## config.mk

```make
export PLATFORM = sky130hd
export DESIGN_NAME = sha256_stream_ctrl_flat
export DESIGN_NICKNAME = d
export VERILOG_FILES = /design/src/rtl/sha256_stream_pkg.sv /design/src/rtl/sha256_stream_ctrl_if.sv /design/src/rtl/sha256_stream_ctrl_fifo.sv /design/src/rtl/sha256_stream_ctrl.sv /design/src/flat_wrapper.sv
export SDC_FILE = /design/constraint.sdc
export NUM_CORES = 2
export LEC_CHECK = 0
export BUFFER_PORTS_ARGS = -buffer_cell sky130_fd_sc_hd__buf_2
export CAP_MARGIN = 40
export CORE_ASPECT_RATIO = 0.9
export CORE_MARGIN = 3
export CORE_UTILIZATION = 40
export CTS_CLUSTER_DIAMETER = 40
export DETAILED_ROUTE_END_ITERATION = 10
export SLEW_MARGIN = 40
export SYNTH_ARGS = -nofsm -noshare
export SYNTH_HDL_FRONTEND = slang
export SYNTH_SLANG_ARGS = --single-unit
```

## constraint.sdc

```tcl
create_clock -name clk_i -period 17.4 [get_ports clk_i]
set_input_delay 0.87 -clock clk_i [delete_from_list [all_inputs] [get_ports clk_i]]
set_output_delay 0.87 -clock clk_i [all_outputs]
set_load 0.02 [all_outputs]
```

## src/rtl/sha256_stream_pkg.sv

```systemverilog
// Shared types and constants for the SHA-256 streaming front-end.
// Register indices, CTRL/STATUS bit positions, lock bits, FSM states.
package sha256_stream_pkg;

    localparam logic [4:0] REG_CTRL    = 5'd0;
    localparam logic [4:0] REG_STATUS  = 5'd1;
    localparam logic [4:0] REG_DATA0   = 5'd2;
    localparam logic [4:0] REG_DATA15  = 5'd17;
    localparam logic [4:0] REG_DIGEST0 = 5'd18;
    localparam logic [4:0] REG_DIGEST7 = 5'd25;
    localparam logic [4:0] REG_IRQ_EN  = 5'd26;

    localparam int CTRL_PUSH  = 0;
    localparam int CTRL_FIRST = 1;
    localparam int CTRL_LAST  = 2;
    localparam int CTRL_ABORT = 3;
    localparam int CTRL_CLR   = 4;

    localparam int ST_READY = 0;
    localparam int ST_BUSY  = 1;
    localparam int ST_FULL  = 2;
    localparam int ST_EMPTY = 3;
    localparam int ST_DONE  = 4;
    localparam int ST_OVF   = 5;
    localparam int ST_COUNT = 8;

    localparam int LK_STATUS_RD = 0;
    localparam int LK_CTRL_WR   = 1;
    localparam int LK_DATA_RD   = 2;
    localparam int LK_DATA_WR   = 3;
    localparam int LK_DIGEST_RD = 4;

    typedef enum logic [2:0] {
        IDLE,
        ISSUE,
        WAIT_BUSY,
        WAIT_DONE,
        DRAIN
    } state_e;

    typedef struct packed {
        logic         first;
        logic         last;
        logic [511:0] block;
    } blk_entry_t;

endpackage

```

## src/rtl/sha256_stream_ctrl_if.sv

```systemverilog
// Decoded register bus between the AXI-lite decode and the SHA front-end.
// master drives the access; slave returns combinational read data.
interface sha256_stream_ctrl_if
    import sha256_stream_pkg::*;
#(
    parameter int DATA_WIDTH = 64,
    parameter int ADDR_WIDTH = 64
);
    logic [7:0]            reglk_i;
    logic                  en_i;
    logic                  we_i;
    logic [ADDR_WIDTH-1:0] addr_i;
    logic [DATA_WIDTH-1:0] wdata_i;
    logic [DATA_WIDTH-1:0] rdata_o;

    modport master (
        output reglk_i, en_i, we_i, addr_i, wdata_i,
        input  rdata_o
    );

    modport slave (
        input  reglk_i, en_i, we_i, addr_i, wdata_i,
        output rdata_o
    );
endinterface

```

## src/rtl/sha256_stream_ctrl_fifo.sv

```systemverilog
// Synchronous FIFO of committed message blocks (sha_block_fifo).
// Pointers carry an extra MSB so full and empty are distinguishable.
module sha_block_fifo
    import sha256_stream_pkg::*;
#(
    parameter  int DEPTH = 4,
    localparam int AW    = $clog2(DEPTH)
) (
    input  logic       clk_i,
    input  logic       rst_ni,
    input  logic       push,
    input  blk_entry_t din,
    input  logic       pop,
    input  logic       flush,
    output logic       full,
    output logic       empty,
    output logic [AW:0] count,
    output blk_entry_t head
);
    blk_entry_t  mem_q [DEPTH];
    logic [AW:0] wptr_q, wptr_d;
    logic [AW:0] rptr_q, rptr_d;

    // Pointer update: flush empties the queue, otherwise step on push/pop.
    always_comb begin
        wptr_d = wptr_q;
        rptr_d = rptr_q;
        if (flush) begin
            wptr_d = '0;
            rptr_d = '0;
        end else begin
            if (push) wptr_d = wptr_q + (AW+1)'(1);
            if (pop)  rptr_d = rptr_q + (AW+1)'(1);
        end
    end

    // Pointer registers.
    always_ff @(posedge clk_i or negedge rst_ni) begin
        if (!rst_ni) begin
            wptr_q <= '0;
            rptr_q <= '0;
        end else begin
            wptr_q <= wptr_d;
            rptr_q <= rptr_d;
        end
    end

    // Entry storage; contents are meaningless while the slot is unoccupied.
    always_ff @(posedge clk_i) begin
        if (push && !flush) mem_q[wptr_q[AW-1:0]] <= din;
    end

    assign empty = (wptr_q == rptr_q);
    assign full  = (wptr_q[AW] != rptr_q[AW]) &&
                   (wptr_q[AW-1:0] == rptr_q[AW-1:0]);
    assign count = wptr_q - rptr_q;
    assign head  = mem_q[rptr_q[AW-1:0]];
endmodule

```

## src/rtl/sha256_stream_ctrl.sv

```systemverilog
// SHA-256 streaming register front-end: staging, block FIFO, core sequencer.
// Optional irq_o output enabled by defining SHA_STREAM_IRQ_EN.
module sha256_stream_ctrl
    import sha256_stream_pkg::*;
#(
    parameter int DATA_WIDTH = 64,
    parameter int FIFO_DEPTH = 4,
    parameter int ADDR_WIDTH = 64
) (
    input  logic                      clk_i,
    input  logic                      rst_ni,
    sha256_stream_ctrl_if.slave       bus,
    output logic                      core_init_o,
    output logic                      core_next_o,
    output logic [511:0]              core_block_o,
    input  logic                      core_ready_i,
    input  logic [255:0]              core_digest_i,
    input  logic                      core_valid_i
`ifdef SHA_STREAM_IRQ_EN
    ,
    output logic                      irq_o
`endif
);
    localparam int CW = $clog2(FIFO_DEPTH) + 1;

    logic [ADDR_WIDTH-1:0] addr;
    logic [4:0]  idx;
    logic [31:0] wd;
    logic [7:0]  lk;
    logic        wr;
    logic        ctrl_wr, data_wr;
    logic        abort, push_req, clr;
    logic [3:0]  data_sel;
    logic [2:0]  dig_sel;
    logic        is_status, is_data, is_digest;
    logic [31:0] status, rd_word;
    logic        unused_bits;

    state_e               state_q, state_d;
    logic [15:0][31:0]    staging_q, staging_d;
    logic [7:0][31:0]     digest_q, digest_d;
    logic                 done_q, done_d;
    logic                 ovf_q, ovf_d;

    logic        fifo_push, fifo_pop;
    logic        fifo_full, fifo_empty;
    logic [CW-1:0] fifo_count;
    blk_entry_t  fifo_din, fifo_head;
    logic        busy;

    assign addr = bus.addr_i;
    assign idx  = addr[7:3];
    assign wd   = bus.wdata_i[31:0];
    assign lk   = bus.reglk_i;
    assign wr   = bus.en_i & bus.we_i;

    assign unused_bits = ^{addr, bus.wdata_i, lk[7:5]};

    assign is_status = (idx == REG_STATUS);
    assign is_data   = (idx >= REG_DATA0) && (idx <= REG_DATA15);
    assign is_digest = (idx >= REG_DIGEST0) && (idx <= REG_DIGEST7);
    assign data_sel  = 4'(idx - REG_DATA0);
    assign dig_sel   = 3'(idx - REG_DIGEST0);

    assign ctrl_wr  = wr && (idx == REG_CTRL) && !lk[LK_CTRL_WR];
    assign data_wr  = wr && is_data && !lk[LK_DATA_WR];
    assign abort    = ctrl_wr && wd[CTRL_ABORT];
    assign push_req = ctrl_wr && wd[CTRL_PUSH] && !abort;
    assign clr      = ctrl_wr && wd[CTRL_CLR];

    // A pop in the same cycle frees the slot, so a push on full still lands.
    assign fifo_push = push_req && (!fifo_full || fifo_pop);
    assign fifo_din  = {wd[CTRL_FIRST], wd[CTRL_LAST], staging_q};

    sha_block_fifo #(
        .DEPTH (FIFO_DEPTH)
    ) u_fifo (
        .clk_i  (clk_i),
        .rst_ni (rst_ni),
        .push   (fifo_push),
        .din    (fifo_din),
        .pop    (fifo_pop),
        .flush  (abort),
        .full   (fifo_full),
        .empty  (fifo_empty),
        .count  (fifo_count),
        .head   (fifo_head)
    );

    // Staging buffer: word writes, cleared by any push attempt.
    always_comb begin
        staging_d = staging_q;
        if (push_req)     staging_d = '0;
        else if (data_wr) staging_d[data_sel] = wd;
    end

    // Sequencer: issue head block, wait for the core, pop on completion.
    always_comb begin
        state_d  = state_q;
        fifo_pop = 1'b0;
        unique case (state_q)
            IDLE: begin
                if (!fifo_empty && core_ready_i && !abort) state_d = ISSUE;
            end
            ISSUE: begin
                state_d = abort ? IDLE : WAIT_BUSY;
            end
            WAIT_BUSY: begin
                if (abort)              state_d = DRAIN;
                else if (!core_ready_i) state_d = WAIT_DONE;
            end
            WAIT_DONE: begin
                if (abort) begin
                    state_d = DRAIN;
                end else if (core_ready_i && core_valid_i) begin
                    fifo_pop = 1'b1;
                    state_d  = IDLE;
                end
            end
            DRAIN: begin
                if (core_ready_i && core_valid_i) state_d = IDLE;
            end
            default: state_d = IDLE;
        endcase
    end

    // Sticky flags and digest; a set in the same cycle beats CLR.
    always_comb begin
        done_d   = done_q;
        ovf_d    = ovf_q;
        digest_d = digest_q;
        if (clr) begin
            done_d = 1'b0;
            ovf_d  = 1'b0;
        end
        if (push_req && fifo_full && !fifo_pop) ovf_d = 1'b1;
        if (abort) begin
            done_d   = 1'b0;
            digest_d = '0;
        end
        if (fifo_pop && fifo_head.last) begin
            done_d   = 1'b1;
            digest_d = core_digest_i;
        end
    end

    // State, staging, flags and digest registers.
    always_ff @(posedge clk_i or negedge rst_ni) begin
        if (!rst_ni) begin
            state_q   <= IDLE;
            staging_q <= '0;
            digest_q  <= '0;
            done_q    <= 1'b0;
            ovf_q     <= 1'b0;
        end else begin
            state_q   <= state_d;
            staging_q <= staging_d;
            digest_q  <= digest_d;
            done_q    <= done_d;
            ovf_q     <= ovf_d;
        end
    end

`ifdef SHA_STREAM_IRQ_EN
    logic is_irq_en;
    logic irq_en_q, irq_en_d;
    logic irq_q, irq_d;

    assign is_irq_en = (idx == REG_IRQ_EN);

    // Interrupt enable register and registered level interrupt.
    always_comb begin
        irq_en_d = irq_en_q;
        if (wr && is_irq_en) irq_en_d = wd[0];
        irq_d = done_d & irq_en_d;
    end

    // Interrupt registers.
    always_ff @(posedge clk_i or negedge rst_ni) begin
        if (!rst_ni) begin
            irq_en_q <= 1'b0;
            irq_q    <= 1'b0;
        end else begin
            irq_en_q <= irq_en_d;
            irq_q    <= irq_d;
        end
    end

    assign irq_o = irq_q;
`endif

    assign busy = (state_q != IDLE) || !fifo_empty;

    // Status word assembly.
    always_comb begin
        status              = '0;
        status[ST_READY]    = core_ready_i;
        status[ST_BUSY]     = busy;
        status[ST_FULL]     = fifo_full;
        status[ST_EMPTY]    = fifo_empty;
        status[ST_DONE]     = done_q;
        status[ST_OVF]      = ovf_q;
        status[ST_COUNT+:4] = 4'(fifo_count);
    end

    // Read decode; locked or unmapped reads return zero.
    always_comb begin
        rd_word = '0;
        unique case (1'b1)
            is_status: if (!lk[LK_STATUS_RD]) rd_word = status;
            is_data:   if (!lk[LK_DATA_RD])   rd_word = staging_q[data_sel];
            is_digest: if (!lk[LK_DIGEST_RD]) rd_word = digest_q[dig_sel];
`ifdef SHA_STREAM_IRQ_EN
            is_irq_en: rd_word = {31'b0, irq_en_q};
`endif
            default:   rd_word = '0;
        endcase
    end

    assign bus.rdata_o = DATA_WIDTH'(rd_word);

    assign core_init_o  = (state_q == ISSUE) && fifo_head.first;
    assign core_next_o  = (state_q == ISSUE) && !fifo_head.first;
    assign core_block_o = (state_q == ISSUE || state_q == WAIT_BUSY ||
                           state_q == WAIT_DONE) ? fifo_head.block : '0;
endmodule

```

## src/flat_wrapper.sv

```systemverilog
// flat-port wrapper written by rule: the top's interface ports become plain ports
module sha256_stream_ctrl_flat import sha256_stream_pkg::*;
#(
    parameter int DATA_WIDTH = 64,
    parameter int FIFO_DEPTH = 4,
    parameter int ADDR_WIDTH = 64
)
  (clk_i, rst_ni, core_init_o, core_next_o, core_block_o, core_ready_i, core_digest_i, core_valid_i, bus_reglk_i, bus_en_i, bus_we_i, bus_addr_i, bus_wdata_i, bus_rdata_o);
  sha256_stream_ctrl_if #(.DATA_WIDTH(DATA_WIDTH), .ADDR_WIDTH(ADDR_WIDTH)) bus_i ();
  input  logic clk_i;
  input  logic rst_ni;
  output logic core_init_o;
  output logic core_next_o;
  output logic [511:0] core_block_o;
  input  logic core_ready_i;
  input  logic [255:0] core_digest_i;
  input  logic core_valid_i;
  input wire logic [$bits(bus_i.reglk_i)-1:0] bus_reglk_i;
  input wire logic [$bits(bus_i.en_i)-1:0] bus_en_i;
  input wire logic [$bits(bus_i.we_i)-1:0] bus_we_i;
  input wire logic [$bits(bus_i.addr_i)-1:0] bus_addr_i;
  input wire logic [$bits(bus_i.wdata_i)-1:0] bus_wdata_i;
  output wire logic [$bits(bus_i.rdata_o)-1:0] bus_rdata_o;
  assign bus_i.reglk_i = bus_reglk_i;
  assign bus_i.en_i = bus_en_i;
  assign bus_i.we_i = bus_we_i;
  assign bus_i.addr_i = bus_addr_i;
  assign bus_i.wdata_i = bus_wdata_i;
  assign bus_rdata_o = bus_i.rdata_o;
  sha256_stream_ctrl #(.DATA_WIDTH(DATA_WIDTH), .FIFO_DEPTH(FIFO_DEPTH), .ADDR_WIDTH(ADDR_WIDTH)) u_core (.clk_i(clk_i), .rst_ni(rst_ni), .bus(bus_i), .core_init_o(core_init_o), .core_next_o(core_next_o), .core_block_o(core_block_o), .core_ready_i(core_ready_i), .core_digest_i(core_digest_i), .core_valid_i(core_valid_i));
endmodule
```

==> impl_summary.md <==
Clock tree
The clock-pin slew on the worst setup and hold paths is 50 ps. In this run, post-CTS repair resized a total of 0 instances. The number of clock buffers added by TritonCTS is 401. The cell chosen for the clock root is sky130_fd_sc_hd__clkbuf_16. The clock insertion delay at the later pin of the skew report is 940 ps. TritonCTS built the clock tree.

The number of levels the H-tree was split into is 5. For this design, the sink count on the clock tree is 2,835. The post-CTS repair timing setup buffer count is 0.

The maximum buffer depth of the clock tree is 4. The number of buffers inserted for hold repair after clock tree synthesis is 1.

Routing
The detail-routed via count per cell is 5.653. For this run, the detailed router's first-pass iteration total came to 8. The post-detailed-route wirelength per cell is 32.33 µm. The starting DRC count in detailed routing is 7,781. Wires add up to 391,400 µm. For this run, design rule violations remaining after detail routing come to 0. The total via count in the routed design is 68,440. In this run the remaining antenna-violating nets after routing total 0.

Power
The leakage power of the design is 52.15 nW. The analysis attributes to net switching a power of 0.007391 W. The highest ir drop seen on vdd is 91.86 µV.

The power consumption is 0.02262 W. Per report_power, the clock group accounts for 37.2% of the total. In this run, the combinational gates consume 26.4% of the power. Net switching is 32.67% of the power. The internal power is 0.01523 W. For this design the ratio of total power to cell area is 163.8 nW/µm².

In this run, flip-flops and latches consume 36.4% of the power.

Layout
The post-layout instance area is 138,100 µm². After the flow finishes, the layout carries non-filler instances totaling 12,110. The net count reported at finish is 8,376. The post-route netlist has 29.27% of its cells at a drive strength greater than 1. The layout overhead on the synthesized area is 19.86%.

Global route
The overall track demand over capacity in global routing is 26.22%. The first global-routing pass estimated 540,400 µm of wire. The pin count of the biggest net entering global routing is 189. The total congestion overflow after global routing is 0.

The number of antenna violations at the first check in global routing is 84. The via count of the first global-routing pass is 67,940.

Synthesis
The warning count from the yosys run is 0. The cell count after synthesis came out at 7,080. Of all cell types, the one taking the most synthesized area is sky130_fd_sc_hd__edfxtp_1.

The main flop type after synthesis is sky130_fd_sc_hd__edfxtp_1. The sequential-to-total area share from yosys stat is 70.49%. In the synthesized netlist, the cells that appear most often are sky130_fd_sc_hd__edfxtp_1 (2,056), sky130_fd_sc_hd__nand2_1 (1,089), sky130_fd_sc_hd__dfrtp_1 (779). The unique cell type count in the Yosys netlist is 68. The most frequent cell after synthesis is sky130_fd_sc_hd__edfxtp_1.

By area the synthesized netlist is led by sky130_fd_sc_hd__edfxtp_1 (54%), sky130_fd_sc_hd__dfrtp_1 (17%), sky130_fd_sc_hd__mux4_2 (13%). Counting flops with a built-in enable in the synthesized netlist gives 2,056. The mean instance size in the synthesized netlist is 16.28 µm². The netlist area before placement is 115,200 µm². After synthesis the netlist holds a flip-flop and latch count of 2,835. For this run, asynchronously set or reset flops after synthesis account for 27.48%. Summed over its instances, the top area cell type makes up 53.57% of the synthesized netlist area.

Place
The placed wire-length estimate after detailed placement is 258,700 µm. Routability-driven placement finished with a final weighted congestion of 0.8821. Counting tap cells, the placed design contains a total of 11,320 instances.

The area of placed instances is 123,800 µm². The count of input and output buffers is 849.

Worst setup path
The type of element capturing the critical path is an output port. The required arrival time at the worst endpoint is 16,530 ps. Traced cell by cell, the critical path runs through buf_8 > buf_4 > inv_2 > ha_4 > buf_4 > mux4_2 > mux2i_1 > o21ai_0 > or3_1 > buf_2.

The delay contributed by the slowest stage of the critical path is 590 ps. The cell repeated most along the worst path is sky130_fd_sc_hd__buf_4. For the worst setup path, the data arrival time is 5170 ps.

The sort of element at the start of the critical path is a primary input. Among cell families on the critical path, the largest total delay comes from buffers and inverters. The largest individual stage delay along the critical path comes from the cell sky130_fd_sc_hd__buf_4. The number of buffers and inverters on the critical path is 5.

The largest driver fanout on the critical path is 52. The worst setup path category is in2out.

Timing
Setup repair after global routing left no endpoint under its margin. Headroom to the max-slew limit came out at 36.74%. Static timing analysis puts the maximum clock frequency at 0.1656 GHz. Counting I/O delays and the setup requirement, the final critical path takes 6039 ps. The hold violation count in the final report is 0. For the final routed database, the setup TNS stands at 0 ps. Hold is met by 223.5 ps. The count of final max-slew check failures is 0. The final clock skew is 88.55 ps.

The share of the cycle needed by the critical path after routing is 34.70%. The total of endpoints with negative setup slack in the final report is 0. At the pin with the least slew margin, the transition time is 922.5 ps.

Die
The horizontal die dimension is 571.8 µm. The total I/O pin count is 976. The area of the placeable core is 286,000 µm². Once the floorplan was initialized, standard cells occupied 40.29% of the core. The initialized floorplan defines 186 standard-cell rows. The overall die height is 515.2 µm. The overall die area is 294,600 µm².

Run
Across the run, the number of max-cap violations was 0.

Status
The flow ran to the end, and the final reports show no timing, DRC or antenna violations.

Worst hold path
The min-delay analysis places its worst path in the category in2reg.
logic make-up after synthesis:
group	after synthesis	share of synthesized area, %
adders and majority gates	10	0.1151
muxes	1013	16.17
xor gates and xnor gates	9	0.06840
AOI/OAI and AO/OA	677	3.169
DFF	2835	70.49
buffers and inverters	549	2.154
and+or+nand+nor	1986	7.829
other	1	0.003254
metal layers:
metal	global-route usage (%)	wire, µm	up-vias	part of all wire, %
met3	7.569	38560	637	9.8
met5	0	290	-	0.074
met2	41.16	184500	3304	47
met1	33.51	146900	36020	38
li1	-	-	28440	-
met4	12.64	21220	44	5.4
worst reg2reg max path: stages, from the launching register on:
cell and delay (ps):
sky130_fd_sc_hd__dfrtp_4 970, sky130_fd_sc_hd__inv_1 200, sky130_fd_sc_hd__ha_1 360, sky130_fd_sc_hd__o2111ai_1 250, sky130_fd_sc_hd__and3_4 780, sky130_fd_sc_hd__buf_6 630, sky130_fd_sc_hd__buf_6 680, sky130_fd_sc_hd__buf_6 650
registers in the layout, indices dropped and copies added, names as in the netlist:
| name | cells |
|---|---|
| u_core.ovf_q | 1 |
| u_core.u_fifo.rptr_q | 3 |
| u_core.fifo_din | 512 |
| u_core.done_q | 1 |
| u_core.state_q | 3 |
| u_core.u_fifo.mem_q | 2056 |
| u_core.u_fifo.wptr_q | 3 |
| u_core.digest_q | 256 |
area by class of cell:
class	count	area, µm²
clock buffer	480	10730
timing repair buffer	992	6037
clock inverter	271	3353
multi-input combinational	3727	31950
inverter	11	41.29
antenna	31	77.57
fill	24130	147900
sequential	2835	81240
tap	3760	4705
final timing paths:
check | from | end | slack (ps) | depth (start not counted)
setup / recovery | bus_addr_i[4] | bus_rdata_o[5] | 11360 | 10
hold / removal | core_digest_i[231] | u_core.digest_q[231]$_DFFE_PN0P_ | 220 | 3
setup reg to reg | u_core.u_fifo.rptr_q[1]$_DFFE_PN0P_ | u_core.u_fifo.mem_q[0][11]$_DFFE_PP_ | 12420 | 7
hold reg to reg | u_core.ovf_q$_DFFE_PN0P_ | u_core.ovf_q$_DFFE_PN0P_ | 500 | 2
max in group asynchronous | rst_ni | u_core.fifo_din[48]$_DFFE_PN0P_ | 14400 | 6
min in group asynchronous | rst_ni | u_core.digest_q[57]$_DFFE_PN0P_ | 510 | 2
power by group through the flow:
| stage | sequential, W | clock, W | combinational [W] |
|---|---|---|---|
| 2_1_floorplan | 0.00812 | 0 | 0.00362 |
| 3_3_place_gp | 0.00833 | 0 | 0.00598 |
| 3_5_place_dp | 0.00835 | 0 | 0.00605 |
| 4_1_cts | 0.00822 | 0.00851 | 0.00607 |
| 5_1_grt | 0.00827 | 0.00883 | 0.00630 |
| 6_report | 0.00823 | 0.00842 | 0.00598 |
metrics by stage:
stage	util, %	worst slack [ps]
after CTS	48.22	11400
after global placement	43.07	10950
after global routing	48.28	11380
after floorplan	-	2466
after detailed placement	43.29	11400
final	48.29	11360
cells in the final DEF (no fill, tap or decap), types with 26 or more instances in the layout:
cell type | Yosys | final
sky130_fd_sc_hd__clkinv_2 | 0 | 63
sky130_fd_sc_hd__diode_2 | 0 | 31
sky130_fd_sc_hd__edfxtp_1 | 2056 | 2056
sky130_fd_sc_hd__dfrtp_1 | 779 | 777
sky130_fd_sc_hd__clkbuf_16 | 0 | 405
sky130_fd_sc_hd__a21oi_1 | 536 | 536
sky130_fd_sc_hd__mux4_2 | 678 | 678
sky130_fd_sc_hd__nand3_1 | 37 | 31
sky130_fd_sc_hd__buf_2 | 196 | 841
sky130_fd_sc_hd__nor2_1 | 278 | 272
sky130_fd_sc_hd__nand2_1 | 1089 | 1080
sky130_fd_sc_hd__inv_6 | 0 | 39
sky130_fd_sc_hd__mux2i_1 | 323 | 318
sky130_fd_sc_hd__bufinv_16 | 0 | 52
sky130_fd_sc_hd__o21ai_0 | 61 | 56
sky130_fd_sc_hd__buf_6 | 0 | 58
sky130_fd_sc_hd__buf_4 | 47 | 58
sky130_fd_sc_hd__nor2b_1 | 515 | 508
sky130_fd_sc_hd__clkinv_4 | 0 | 26
sky130_fd_sc_hd__clkbuf_1 | 269 | 44
sky130_fd_sc_hd__conb_1 | 1 | 32
sky130_fd_sc_hd__clkbuf_8 | 0 | 32
sky130_fd_sc_hd__clkinvlp_4 | 0 | 43
(Power assumes the default switching activity.)
